`src/rtl/draw_text_box.sv`:
```
// Text box overlay: 17x28 characters of 8x16 pixels drawn at (XPOS, YPOS) over the pixel stream.
// Optional TEXT_BLINK_EN adds a vsync-driven frame counter that blinks the text (32 on / 32 off).
module draw_text_box #(
  parameter logic [10:0] XPOS         = 11'd0,
  parameter logic [10:0] YPOS         = 11'd0,
  parameter logic [11:0] LETTER_COLOR = 12'hFFF
) (
  input  logic        clk,
  input  logic        rst,
  input  logic [10:0] hcount_in,
  input  logic [10:0] vcount_in,
  input  logic        hsync_in,
  input  logic        vsync_in,
  input  logic        hblnk_in,
  input  logic        vblnk_in,
  input  logic [11:0] rgb_in,
  output logic [9:0]  char_yx,
  output logic [3:0]  char_line,
  input  logic [7:0]  char_pixels,
  output logic [10:0] hcount_out,
  output logic [10:0] vcount_out,
  output logic        hsync_out,
  output logic        vsync_out,
  output logic        hblnk_out,
  output logic        vblnk_out,
  output logic [11:0] rgb_out
);

  localparam logic [10:0] BoxW = 11'd136;
  localparam logic [10:0] BoxH = 11'd448;

  typedef struct packed {
    logic [10:0] hcount;
    logic [10:0] vcount;
    logic        hsync;
    logic        vsync;
    logic        hblnk;
    logic        vblnk;
    logic [11:0] rgb;
    logic        in_box;
    logic [2:0]  sub_x;
  } pix_t;

  logic [10:0] rel_x;
  logic [10:0] rel_y;
  logic        in_box;
  logic        text_visible;
  logic        glyph_on;
  pix_t        pix_in;
  pix_t        pipe_q [3];
  logic [3:0]  line_q;

  always_comb begin
    rel_x  = hcount_in - XPOS;
    rel_y  = vcount_in - YPOS;
    in_box = (hcount_in >= XPOS) && (rel_x < BoxW) && (vcount_in >= YPOS) && (rel_y < BoxH);
    pix_in = '{hcount: hcount_in, vcount: vcount_in, hsync: hsync_in, vsync: vsync_in,
               hblnk: hblnk_in, vblnk: vblnk_in, rgb: rgb_in, in_box: in_box,
               sub_x: rel_x[2:0]};
  end

  // Stage 3 meets the font ROM row for the same pixel; bit 7 is the leftmost column.
  always_comb begin
    glyph_on = pipe_q[2].in_box && text_visible && char_pixels[3'd7 - pipe_q[2].sub_x];
  end

  always_ff @(posedge clk) begin
    if (rst) begin
      pipe_q[0] <= '0;
      pipe_q[1] <= '0;
      pipe_q[2] <= '0;
      line_q    <= '0;
      char_yx   <= '0;
      char_line <= '0;
    end else begin
      pipe_q[0] <= pix_in;
      pipe_q[1] <= pipe_q[0];
      pipe_q[2] <= pipe_q[1];
      line_q    <= in_box ? rel_y[3:0] : 4'h0;
      char_yx   <= in_box ? {rel_y[8:4], rel_x[7:3]} : 10'h000;
      char_line <= line_q;
    end
  end

  always_ff @(posedge clk) begin
    if (rst) begin
      hcount_out <= '0;
      vcount_out <= '0;
      hsync_out  <= 1'b0;
      vsync_out  <= 1'b0;
      hblnk_out  <= 1'b0;
      vblnk_out  <= 1'b0;
      rgb_out    <= '0;
    end else begin
      hcount_out <= pipe_q[2].hcount;
      vcount_out <= pipe_q[2].vcount;
      hsync_out  <= pipe_q[2].hsync;
      vsync_out  <= pipe_q[2].vsync;
      hblnk_out  <= pipe_q[2].hblnk;
      vblnk_out  <= pipe_q[2].vblnk;
      rgb_out    <= glyph_on ? LETTER_COLOR : pipe_q[2].rgb;
    end
  end

`ifdef TEXT_BLINK_EN
  logic [5:0] frame_cnt_q;
  logic       vsync_prev_q;

  // Counter is only read at the output stage, so a frame edge switches whole pixels cleanly.
  always_ff @(posedge clk) begin
    if (rst) begin
      frame_cnt_q  <= '0;
      vsync_prev_q <= 1'b0;
    end else begin
      vsync_prev_q <= vsync_in;
      if (vsync_in && !vsync_prev_q) frame_cnt_q <= frame_cnt_q + 6'd1;
    end
  end

  always_comb text_visible = ~frame_cnt_q[5];
`else
  always_comb text_visible = 1'b1;
`endif

endmodule

```
`config.mk`:
```
export PLATFORM = sky130hd
export DESIGN_NAME = draw_text_box
export DESIGN_NICKNAME = d
export VERILOG_FILES = /design/src/rtl/draw_text_box.sv
export SDC_FILE = /design/constraint.sdc
export NUM_CORES = 1
export LEC_CHECK = 0
export ABC_AREA = 1
export BUFFER_PORTS_ARGS = -buffer_cell sky130_fd_sc_hd__buf_2
export CAP_MARGIN = 10
export CORE_UTILIZATION = 45
export DETAILED_ROUTE_END_ITERATION = 12
export PLACE_DENSITY_LB_ADDON = 0.1
export SLEW_MARGIN = 15
export SYNTH_ARGS = -nofsm -noshare
export SYNTH_HDL_FRONTEND = slang
export SYNTH_SLANG_ARGS = --single-unit
export TNS_END_PERCENT = 30
```
`constraint.sdc`:
```
create_clock -name clk -period 2.5 [get_ports clk]
set_clock_uncertainty 0.1 [all_clocks]
set_input_delay 0.625 -clock clk [delete_from_list [all_inputs] [get_ports clk]]
set_output_delay 0.625 -clock clk [all_outputs]
set_load 0.05 [all_outputs]
```
# [Word-level counts from Yosys, hierarchy flattened]
# Memory sizes are Yosys's and may differ from the RTL's.
# Cells that the tools add are included.
[word_totals] elab_cells=35 in_bits=48 output_inout_bits=52 memories=1 ram_bits=126 register_bits=56 latchBits=0 romBits=0
[op_classes] n_mux=9 n_eq_ne=0 n_shift=0 n_lt_le_gt_ge=5 div_mod_pow=0 mul=0 n_bitwise=4 reduce_logical=5 n_addsub=1
[memory_table] memory="pipe_q" words=3 word_bits=42 read_ports=3 rd_ports_with_merged_regs=0 wr=3 line_no="50" rtl="pix_t pipe_q [3];"
[ops] cell="$mux W42" count=3
[ops] cell="$ge A11 B1 Y1 const B" count=2
[ops] cell="$mux W12" count=1
[ops] cell="$lt A11 B8 Y1 const B" count=1
[ops] cell="$lt A11 B9 Y1 const B" count=1
[ops] cell="$logic_and A1 B1 Y1" count=4
[ops] cell="$lt A3 B4 Y1 const B" count=1
[ops] cell="$mux W1" count=4
[ops] cell="$bmux W1 S3" count=1
[ops] cell="$or A1 B1 Y1" count=3
[ops] cell="$sub A3 B3 Y3 const A" count=1
[ops] cell="$reduce_or A2 Y1" count=1
[ops] cell="$not A1 Y1" count=1

# [Longest topological paths before layout]
# Gate-level depths: netlist of the first run.
[depth] depth_word=6 mapped_depth=8 mapped_depth_nobuf=7

# [Worst setup path before layout of the first run]
# OpenSTA, ideal clock, no wires.
[synth_timing] path_type="input port to flip-flop" from="in rst" to="reg char_yx[3]" t_required_ns=2.338 path_buffers=2 arrival_ns=1.332 setup_time_ns=0.062 slack_ns=1.006 cell_stages=7 path_cell_list="buf_6 -> nor2_4 -> nand3_2 -> nor3_2 -> nand3_2 -> buf_6 -> nor2_2"
[synth_between] elab_chain_cells=1
[synth_rtl] item="start: declaration" line_no="9" rtl="input logic rst,"
[synth_rtl] item="$reduce_or A2 Y1 (no source line)"
[synth_rtl] item="end signal: assignment" line_no="80" rtl="char_yx <= in_box ? {rel_y[8:4], rel_x[7:3]} : 10'h000;"
[synth_rtl] item="end: declaration" line_no="17" rtl="output logic [9:0] char_yx,"
# No other way between the ends.
# A chain may end at the register's enable or synchronous reset.

# [Worst setup path after layout of the first run]
[layout_timing] from="reg vcount_out[5], read port of pipe_q" to="out vcount_out[5]"
[layout_lines] item="start: declaration" line_no="21" rtl="output logic [10:0] vcount_out,"
# No word-level cell between the ends.

==> results of run 1 <==
[worst min-delay path by stage]
stage	startpoint	endpoint	slack, ns	cells after the start
5_1_grt	hcount_in[2]	pipe_q[0][2]$_SDFF_PP0_	0.19	3
3_5_place_dp	pipe_q[0][5]$_SDFF_PP0_	pipe_q[0][47]$_SDFF_PP0_	0.29	2
2_1_floorplan	line_q[0]$_SDFF_PP0_	char_line[0]$_SDFF_PP0_	0.29	2
6_report	hcount_in[2]	pipe_q[0][2]$_SDFF_PP0_	0.21	3
4_1_cts	vblnk_in	pipe_q[0][16]$_SDFF_PP0_	0.18	3
3_3_place_gp	pipe_q[0][69]$_SDFF_PP0_	pipe_q[0][111]$_SDFF_PP0_	0.29	2
[sequential cells by signal, indices dropped and copies added, names as in the netlist, 4 cells and up]
name	cells
line_q	4
char_yx	10
pipe_q	117
char_line	4
vcount_out	11
hcount_out	11
rgb_out	12
[final cells by class]
class                           count  area, um2
Clock buffer                       19        442
Sequential cell                   173       3460
Tap cell                          140        175
Timing Repair Buffer              100        518
Fill cell                         967       4670
Multi-Input combinational cell    195        850
Inverter                          165        619
Clock inverter                     13        155
[kinds of logic (layout without fill, tap and decap cells)]
group | after synthesis | count (layout) | share of synthesized area [%]
buffers and inverters | 185 | 297 | 14.5
AOI/OAI and AO/OA | 13 | 13 | 2.03
and+or+nand+nor | 182 | 182 | 14.8
DFF | 173 | 173 | 68.6
[metrics by stage]
step / hold WS (ns) / instances
after floorplan: 0.288 / 553
after global placement: 0.289 / 773
after detailed placement: 0.292 / 773
after CTS: 0.184 / 805
after global routing: 0.193 / 805
final: 0.212 / 805
[worst register-to-register path, delay by kind of cell, from the launching register on]
kind	cells	cell delay, ns
AND/OR/NAND/NOR	4	0.52
flip-flops	1	0.41
AO/OA/AOI/OAI	1	0.23
buffers and inverters	1	0.08
[cell usage after synthesis (all sizes together)]
library cell / count
dfxtp: 173
inv: 165
nor2: 161
buf: 16
a21oi: 12
nand2: 10
nand3: 10
clkbuf: 4
nor3: 1
o21ai: 1
[where the power goes]
part	total [mW]	leakage, nW	internal [mW]	switching, mW
clock	2.55	0.290	1.50	1.06
combinational	0.223	1.32	0.0750	0.148
sequential	2.86	1.41	2.84	0.0198
[layer usage]
metal	up-vias	part of all wire, %	track usage [%]	wire, um
met4	0	1.5	6.65	102
met5	-	0	0	0
li1	1716	-	-	-
met3	10	5.9	6.54	415
met2	65	49	22.9	3430
met1	1318	44	13.9	3040
==> metrics.txt, run 1 <==
first-pass GRT wire length 11900 um; Buf+Inv Stages, Crit Path 1; post-DR vias/cell just under 4; CTS root buffer clkbuf_8; commonest non-fill, non-tap cells in the layout dfxtp_1, inv_1, nor2_1; hold buffers post-CTS 0; area growth from synthesis to layout 23.3%; count of buffers from port buffering between 90 and 100; global-route usage over all layers 13.5%; Top Family by Delay on Critical Path flip-flops; routability cong. around 0.74; CTS buffer count 17; Die Y-Extent 108 um; syn avg cell area 9.12 um2; final setup TNS 0 ns; worst reg2reg path depth 6; Worst Hold Class in -> reg; top cell type's share of synthesized area between 60% and 70%; gr ovfl total 0; critical path depth 1; Worst Path Max Fanout 1; worst reg2reg path endpoint rgb_out[11]$_SDFF_PP0_; Iter 0 DRT Violations 97; Startpoint Class flop; most common cell after layout, fill and taps aside dfxtp_1; Clock Path Buffers 2; Post-Syn Area 0.00505 mm2; CTS sink cnt approximately 170; pre-CTS WS 0.549 ns; initial core utilization 46.3%; post-layout min period 1.84 ns; VDD IR max between 0.4 and 0.5 mV; antenna cells 0; htree depth 4; power per cell area around 910 mW/mm2; Distinct cells, synth 16; RR Startpoint pipe_q[0][115]$_SDFF_PP0_; Critical Path Sink Type output pin; Worst Setup Path Type reg -> out; DR vias roughly 3100; RSZ-0062 raised after global routing no; initial antenna violation count 0; # rows 38; Post-CTS Setup Inserts 0; P_leak slightly above 3 nW; post-synthesis cell count about 550; sequential area share after synthesis between 60% and 70%; post-CTS resize count 0; slew margin rel. between 60% and 70%; setup ws final roughly 0.66 ns; final hold vios 0; die width 108 um; final setup fails 0; wire per inst 8.68 um; # nets final 700; Pins Over Slew Limit 0; Final Power around 5.6 mW; max incr delay on CP 0.34 ns; Finished Core Util a little under three fifths; vias in the first global route 2874; design area around 0.0062 mm2; final worst-path cycle share between 70 and 80%; crit path cell chain buf_2; Worst Tran Pin Value roughly 0.56 ns; FMAX approximately 0.54 GHz; Critical Path Source vcount_out[5]$_SDFF_PP0_; Worst R2R Setup Slack about 1.1 ns; required time of the critical path ~1.8 ns; Top Ports 100; largest cells by area after synthesis dfxtp_1, inv_1, nor2_1; Synth Warn # 0; Placed Area between 0.005 and 0.006 mm2; Synth area leader dfxtp_1; critical path capture point vcount_out[5]; drt pass-1 iters 4; DRC viols 0; Mapped Nets 601; core outline area about 0.011 mm2; Critical-path top delay cell dfxtp_1; share of layout cells above drive strength 1 24.1%; number of synthesized register bits about 170; CTS tree done; later-pin clock latency in the skew report between 0.5 and 0.6 ns; Worst Path Arrival 1.12 ns; die area approximately 0.012 mm2; Clk pin slew, worst setup/hold paths around 0.07 ns; HPWL after DPL approximately 4500 um; largest net degree at the start of global routing 132; Max-Cap Viols 0; status complete, no violations; DRT Wirelength around 7000 um; antenna-violating nets left 0
No activity file was read; power rests on OpenSTA's default activity.
==> inputs of run 2 (changes only) <==
==> constraint.sdc (replaced) <==
create_clock -name clk -period 1.7 [get_ports clk]
set_clock_uncertainty 0.1 [all_clocks]
set_input_delay 0.425 -clock clk [delete_from_list [all_inputs] [get_ports clk]]
set_output_delay 0.425 -clock clk [all_outputs]
set_load 0.05 [all_outputs]
==> metrics.txt, run 2 (synthesis gave the netlist of run 1 again) <==
DR vias 3237 (was 3109); vias in the first global route 3058 (was 2874); final setup TNS 0 ns (unchanged); CTS tree done (unchanged); status complete, no violations (unchanged); drt pass-1 iters 3 (was 4); routability cong. 0.736 (was 0.744); Pins Over Slew Limit 0 (unchanged); global-route usage over all layers 14.4% (was 13.5%); die area 0.0116 mm2 (unchanged); power per cell area 1290 mW/mm2 (was 906 mW/mm2); Clk pin slew, worst setup/hold paths 0.06 ns (was 0.07 ns); antenna-violating nets left 0 (unchanged); Die Y-Extent 108 um (unchanged); Top Ports 100 (unchanged); Switch Pwr 1.71 mW (was 1.22 mW); Clk pwr share 45.0% (was 45.3%); Worst Path Max Fanout 1 (unchanged); share of layout cells above drive strength 1 23.5% (was 24.1%); post-DR vias/cell 3.90 (was 3.86); area growth from synthesis to layout 28.1% (was 23.3%); later-pin clock latency in the skew report 0.52 ns (about the same); post-layout min period ~1.6 ns; Top reg by flops pipe_q (unchanged); required time of the critical path 1.17 ns (was 1.77 ns); Critical Path Sink Type output pin (unchanged); DRT Wirelength 7250 um (was 6990 um); commonest non-fill, non-tap cells in the layout dfxtp_1, inv_1, nor2_1 (unchanged); FMAX a little over 0.6 GHz; Iter 0 DRT Violations 70 (was 97); Net Sw Frac 20.6% (was 21.7%); Internal Power 6.61 mW (was 4.41 mW); Worst Hold Class in -> reg (unchanged); # rows 38 (unchanged); Reg power frac 50.6% (was 50.7%); Worst Tran Pin Value 0.573 ns (was 0.558 ns); Clock Path Buffers 2 (unchanged); max incr delay on CP 0.33 ns (was 0.34 ns); DRC viols 0 (unchanged); Buf+Inv Stages, Crit Path 1 (unchanged); antenna cells 0 (unchanged); largest net degree at the start of global routing 136 (was 132); wire per inst 8.73 um (was 8.68 um); crit path cell chain buf_2 (unchanged); initial core utilization 46.3% (unchanged); Final Power 8.32 mW (was 5.64 mW); # nets final 725 (was 700); Worst R2R Setup Slack 0.28 ns (was 1.10 ns); CTS sink cnt 173 (unchanged); die width 108 um (unchanged); Worst Setup Path Type reg -> out (unchanged); Top Family by Delay on Critical Path flip-flops (unchanged); max FFs per register 117 (unchanged); P_leak 3.12 nW (was 3.02 nW); Worst Path Arrival 1.11 ns (was 1.12 ns); first-pass GRT wire length 12500 um (was 11900 um); htree depth 4 (unchanged); final setup fails 0 (unchanged); Critical-path top delay cell dfxtp_1 (unchanged); Finished Core Util 59.4% (was 57.1%); initial antenna violation count 0 (unchanged); VDD IR max 0.671 mV (was 0.415 mV); gr ovfl total 0 (unchanged); slew margin rel. 61.8% (was 62.8%); top flop regs pipe_q: 117 flops, rgb_out: 12 flops (unchanged); core outline area 0.0109 mm2 (unchanged); Startpoint Class flop (unchanged); count of buffers from port buffering 99 (unchanged); RSZ-0062 raised after global routing no (unchanged); final hold vios 0 (unchanged); Max-Cap Viols 0 (unchanged); most common cell after layout, fill and taps aside dfxtp_1 (unchanged); HPWL after DPL 4530 um (was 4470 um); final worst-path cycle share between 90% and 100%; CTS buffer count 17 (unchanged); combinational power share 4.4% (was 4.0%); CTS root buffer clkbuf_8 (unchanged)
==> run 2: path summary, 6_finish.rpt <==
| path | startpoint | end | depth (start not counted) |
|---|---|---|---|
| setup / recovery | vcount_out[2]$_SDFF_PP0_ | vcount_out[2] | 1 |
| hold / removal | rgb_in[7] | pipe_q[0][11]$_SDFF_PP0_ | 3 |
| setup reg to reg | pipe_q[0][115]$_SDFF_PP0_ | rgb_out[11]$_SDFF_PP0_ | 6 |
| hold reg to reg | pipe_q[0][82]$_SDFF_PP0_ | pipe_q[0][124]$_SDFF_PP0_ | 2 |
==> run 2: final cells by class <==
class / instances / area (um2)
well taps: 140 / 175
repair buffers: 125 / 763
flip-flops and latches: 173 / 3460
inverters: 165 / 619
clock inverters: 9 / 109
multi-input cells: 195 / 850
fillers: 985 / 4420
clock buffers: 23 / 487
==> run 2: repair_timing <==
| action | 4_1_cts | 5_1_grt |
|---|---|---|
| setup endpoints to repair | 0 | 1 |
| hold buffers | 22 | 0 |
| hold endpoints to repair | 23 | 0 |
| resized for setup | 0 | 1 |
| setup buffers | 0 | 0 |
==> run 2: stage by stage <==
stage               hold slack (ns)  setup slack, ns  instances  instance area (um2)
detailed placement            0.293            0.224        776                 5650
finish                       0.0291           0.0625        830                 6470
floorplan                     0.288            0.406        553                 5050
CTS                        0.000626           0.0153        830                 6460
global placement              0.289            0.273        776                 5650
global route                0.00669          0.00533        830                 6470
==> run 2: power by group through the flow <==
stage	combinational [mW]	sequential, mW	clock, mW
2_1_floorplan	0.177	4.35	0
3_3_place_gp	0.329	4.30	0
3_5_place_dp	0.335	4.30	0
4_1_cts	0.374	4.21	3.85
5_1_grt	0.418	4.22	4.03
6_report	0.369	4.21	3.74
==> run 2: metal layers <==
layer	vias up	global-route usage [%]	part of all wire, %
li1	1759	-	-
met1	1381	14.8	44
met2	73	23.7	47
met3	24	5.63	5.2
met4	0	10.3	3.6
met5	-	0	0
==> inputs of run 3 (changes only) <==
==> constraint.sdc (replaced) <==
create_clock -name clk -period 1.3 [get_ports clk]
set_clock_uncertainty 0.1 [all_clocks]
set_input_delay 0.325 -clock clk [delete_from_list [all_inputs] [get_ports clk]]
set_output_delay 0.325 -clock clk [all_outputs]
set_load 0.05 [all_outputs]
==> metrics.txt, run 3 (synthesis gave the netlist of run 1 again) <==
crit path cell chain buf_6 (was buf_2); share of layout cells above drive strength 1 31.7% (was 23.5%); Clock Path Buffers 2 (unchanged); FMAX 0.695 GHz; CTS tree done (unchanged); die width 108 um (unchanged); final worst-path cycle share 111%; WHS Path Cells 4 (was 3); power per cell area 1490 mW/mm2 (was 1290 mW/mm2); Inst Count DP 785 (was 776); P_leak 3.34 nW (was 3.12 nW); Top reg by flops pipe_q (unchanged); # nets final 748 (was 725); top flop regs pipe_q: 117 flops, rgb_out: 12 flops (unchanged); Fill cells 863 (was 985); antenna-violating nets left 0 (unchanged); global-route usage over all layers 15.6% (was 14.4%); final hold vios 0 (unchanged); required time of the critical path 0.88 ns (was 1.17 ns); VDD IR max 0.979 mV (was 0.671 mV); post-layout min period roughly 1.4 ns; Critical Path Sink Type output pin (unchanged); Hold Slack 0.0535 ns (was 0.0291 ns); failing checks setup timing; DRT Wirelength 8160 um (was 7250 um); RSZ-0062 raised after global routing yes (was no); core outline area 0.0109 mm2 (unchanged); DR vias 3335 (was 3237); final setup fails 53 (was 0); CTS sink cnt 173 (unchanged); largest net degree at the start of global routing 40 (was 136); status finished, violations left (was complete, no violations); CTS buffer count 17 (unchanged); non-filler cells, final 852 (was 830); max incr delay on CP 0.34 ns (was 0.33 ns); wire per inst 9.58 um (was 8.73 um); DRC viols 0 (unchanged); gr ovfl total 0 (unchanged); slew margin rel. 80.4% (was 61.8%); antenna cells 0 (unchanged); max FFs per register 117 (unchanged); Iter 0 DRT Violations 79 (was 70); # rows 38 (unchanged); Critical-path top delay cell dfxtp_2 (was dfxtp_1); Worst Hold Class in -> reg (unchanged); Worst Setup Path Type reg -> out (unchanged); Worst Path Arrival 1.01 ns (was 1.11 ns); die area 0.0116 mm2 (unchanged); most common cell after layout, fill and taps aside inv_1 (was dfxtp_1); commonest non-fill, non-tap cells in the layout inv_1, nor2_1, dfxtp_1 (was dfxtp_1, inv_1, nor2_1); HPWL after DPL 4830 um (was 4530 um); initial antenna violation count 0 (unchanged); first-pass GRT wire length 13400 um (was 12500 um); count of buffers from port buffering 99 (unchanged); setup ws final -0.138 ns (was 0.0625 ns); area growth from synthesis to layout 43.6% (was 28.1%); Startpoint Class flop (unchanged); Final Power 10.8 mW (was 8.32 mW); post-DR vias/cell 3.91 (was 3.90); Max-Cap Viols 0 (unchanged); worst reg2reg path depth 8 (was 6); routability cong. 0.737 (was 0.736); Pins Over Slew Limit 0 (unchanged); Die Y-Extent 108 um (unchanged); Top Ports 100 (unchanged); drt pass-1 iters 4 (was 3); CTS root buffer clkbuf_8 (unchanged); Buf+Inv Stages, Crit Path 1 (unchanged); later-pin clock latency in the skew report 0.52 ns (about the same); Clk pin slew, worst setup/hold paths 0.06 ns (about the same); initial core utilization 46.3% (unchanged); Post-CTS Setup Inserts 0 (unchanged); vias in the first global route 3190 (was 3058); Worst Tran Pin Value 0.293 ns (was 0.573 ns); Top Family by Delay on Critical Path flip-flops (unchanged); Worst Path Max Fanout 1 (unchanged); critical path depth 1 (unchanged); htree depth 4 (unchanged)
## run 3: metrics by stage
stage | setup TNS (ns) | area (um2) | worst slack [ns] | util (%)
4_1_cts | -7.55 | 7100 | -0.162 | 65.2
3_5_place_dp | 0 | 5750 | 0.000201 | 52.8
3_3_place_gp | 0 | 5750 | 0.0261 | 52.8
5_1_grt | -8.47 | 7250 | -0.183 | 66.6
2_1_floorplan | 0 | 5050 | 0.106 | -
6_report | -5.88 | 7250 | -0.138 | 66.6
## run 3: timing repair
item | CTS | global route
hold endpoints to repair | 48 | 0
resized for setup | 168 | 40
hold buffers | 36 | 0
endpoints found under the setup margin | 53 | 78
## run 3: layout make-up
cell class                      count  area, um2  area share (%)
Multi-Input combinational cell    195        877            12.1
Inverter                          165        622            8.58
Clock buffer                       24        470            6.49
Timing Repair Buffer              148       1480            20.5
Clock inverter                      7       87.6            1.21
Sequential cell                   173       3530            48.7
Tap cell                          140        175            2.42
## run 3: metal layers
metal	vias to the layer above	wire [um]	share of wire, %	global-route usage, %
li1	1809	-	-	-
met1	1423	3320	41	15.2
met2	85	4240	52	27.0
met3	18	383	4.7	6.48
met4	0	216	2.6	9.88
met5	-	0	0	0
## run 3: power breakdown
part	switching (mW)	total [mW]	internal [mW]
logic	0.314	0.591	0.277
clock network	1.85	4.71	2.86
registers	0.0468	5.51	5.47
total	2.21	10.8	8.61
## run 3: worst paths after layout
path	start	to	slack, ns
max	vcount_out[3]$_SDFF_PP0_	vcount_out[3]	-0.14
min	hcount_in[3]	pipe_q[0][34]$_SDFF_PP0_	0.05
max reg2reg	pipe_q[0][115]$_SDFF_PP0_	rgb_out[1]$_SDFF_PP0_	0.10
min reg2reg	pipe_q[0][112]$_SDFF_PP0_	vcount_out[8]$_SDFF_PP0_	0.29
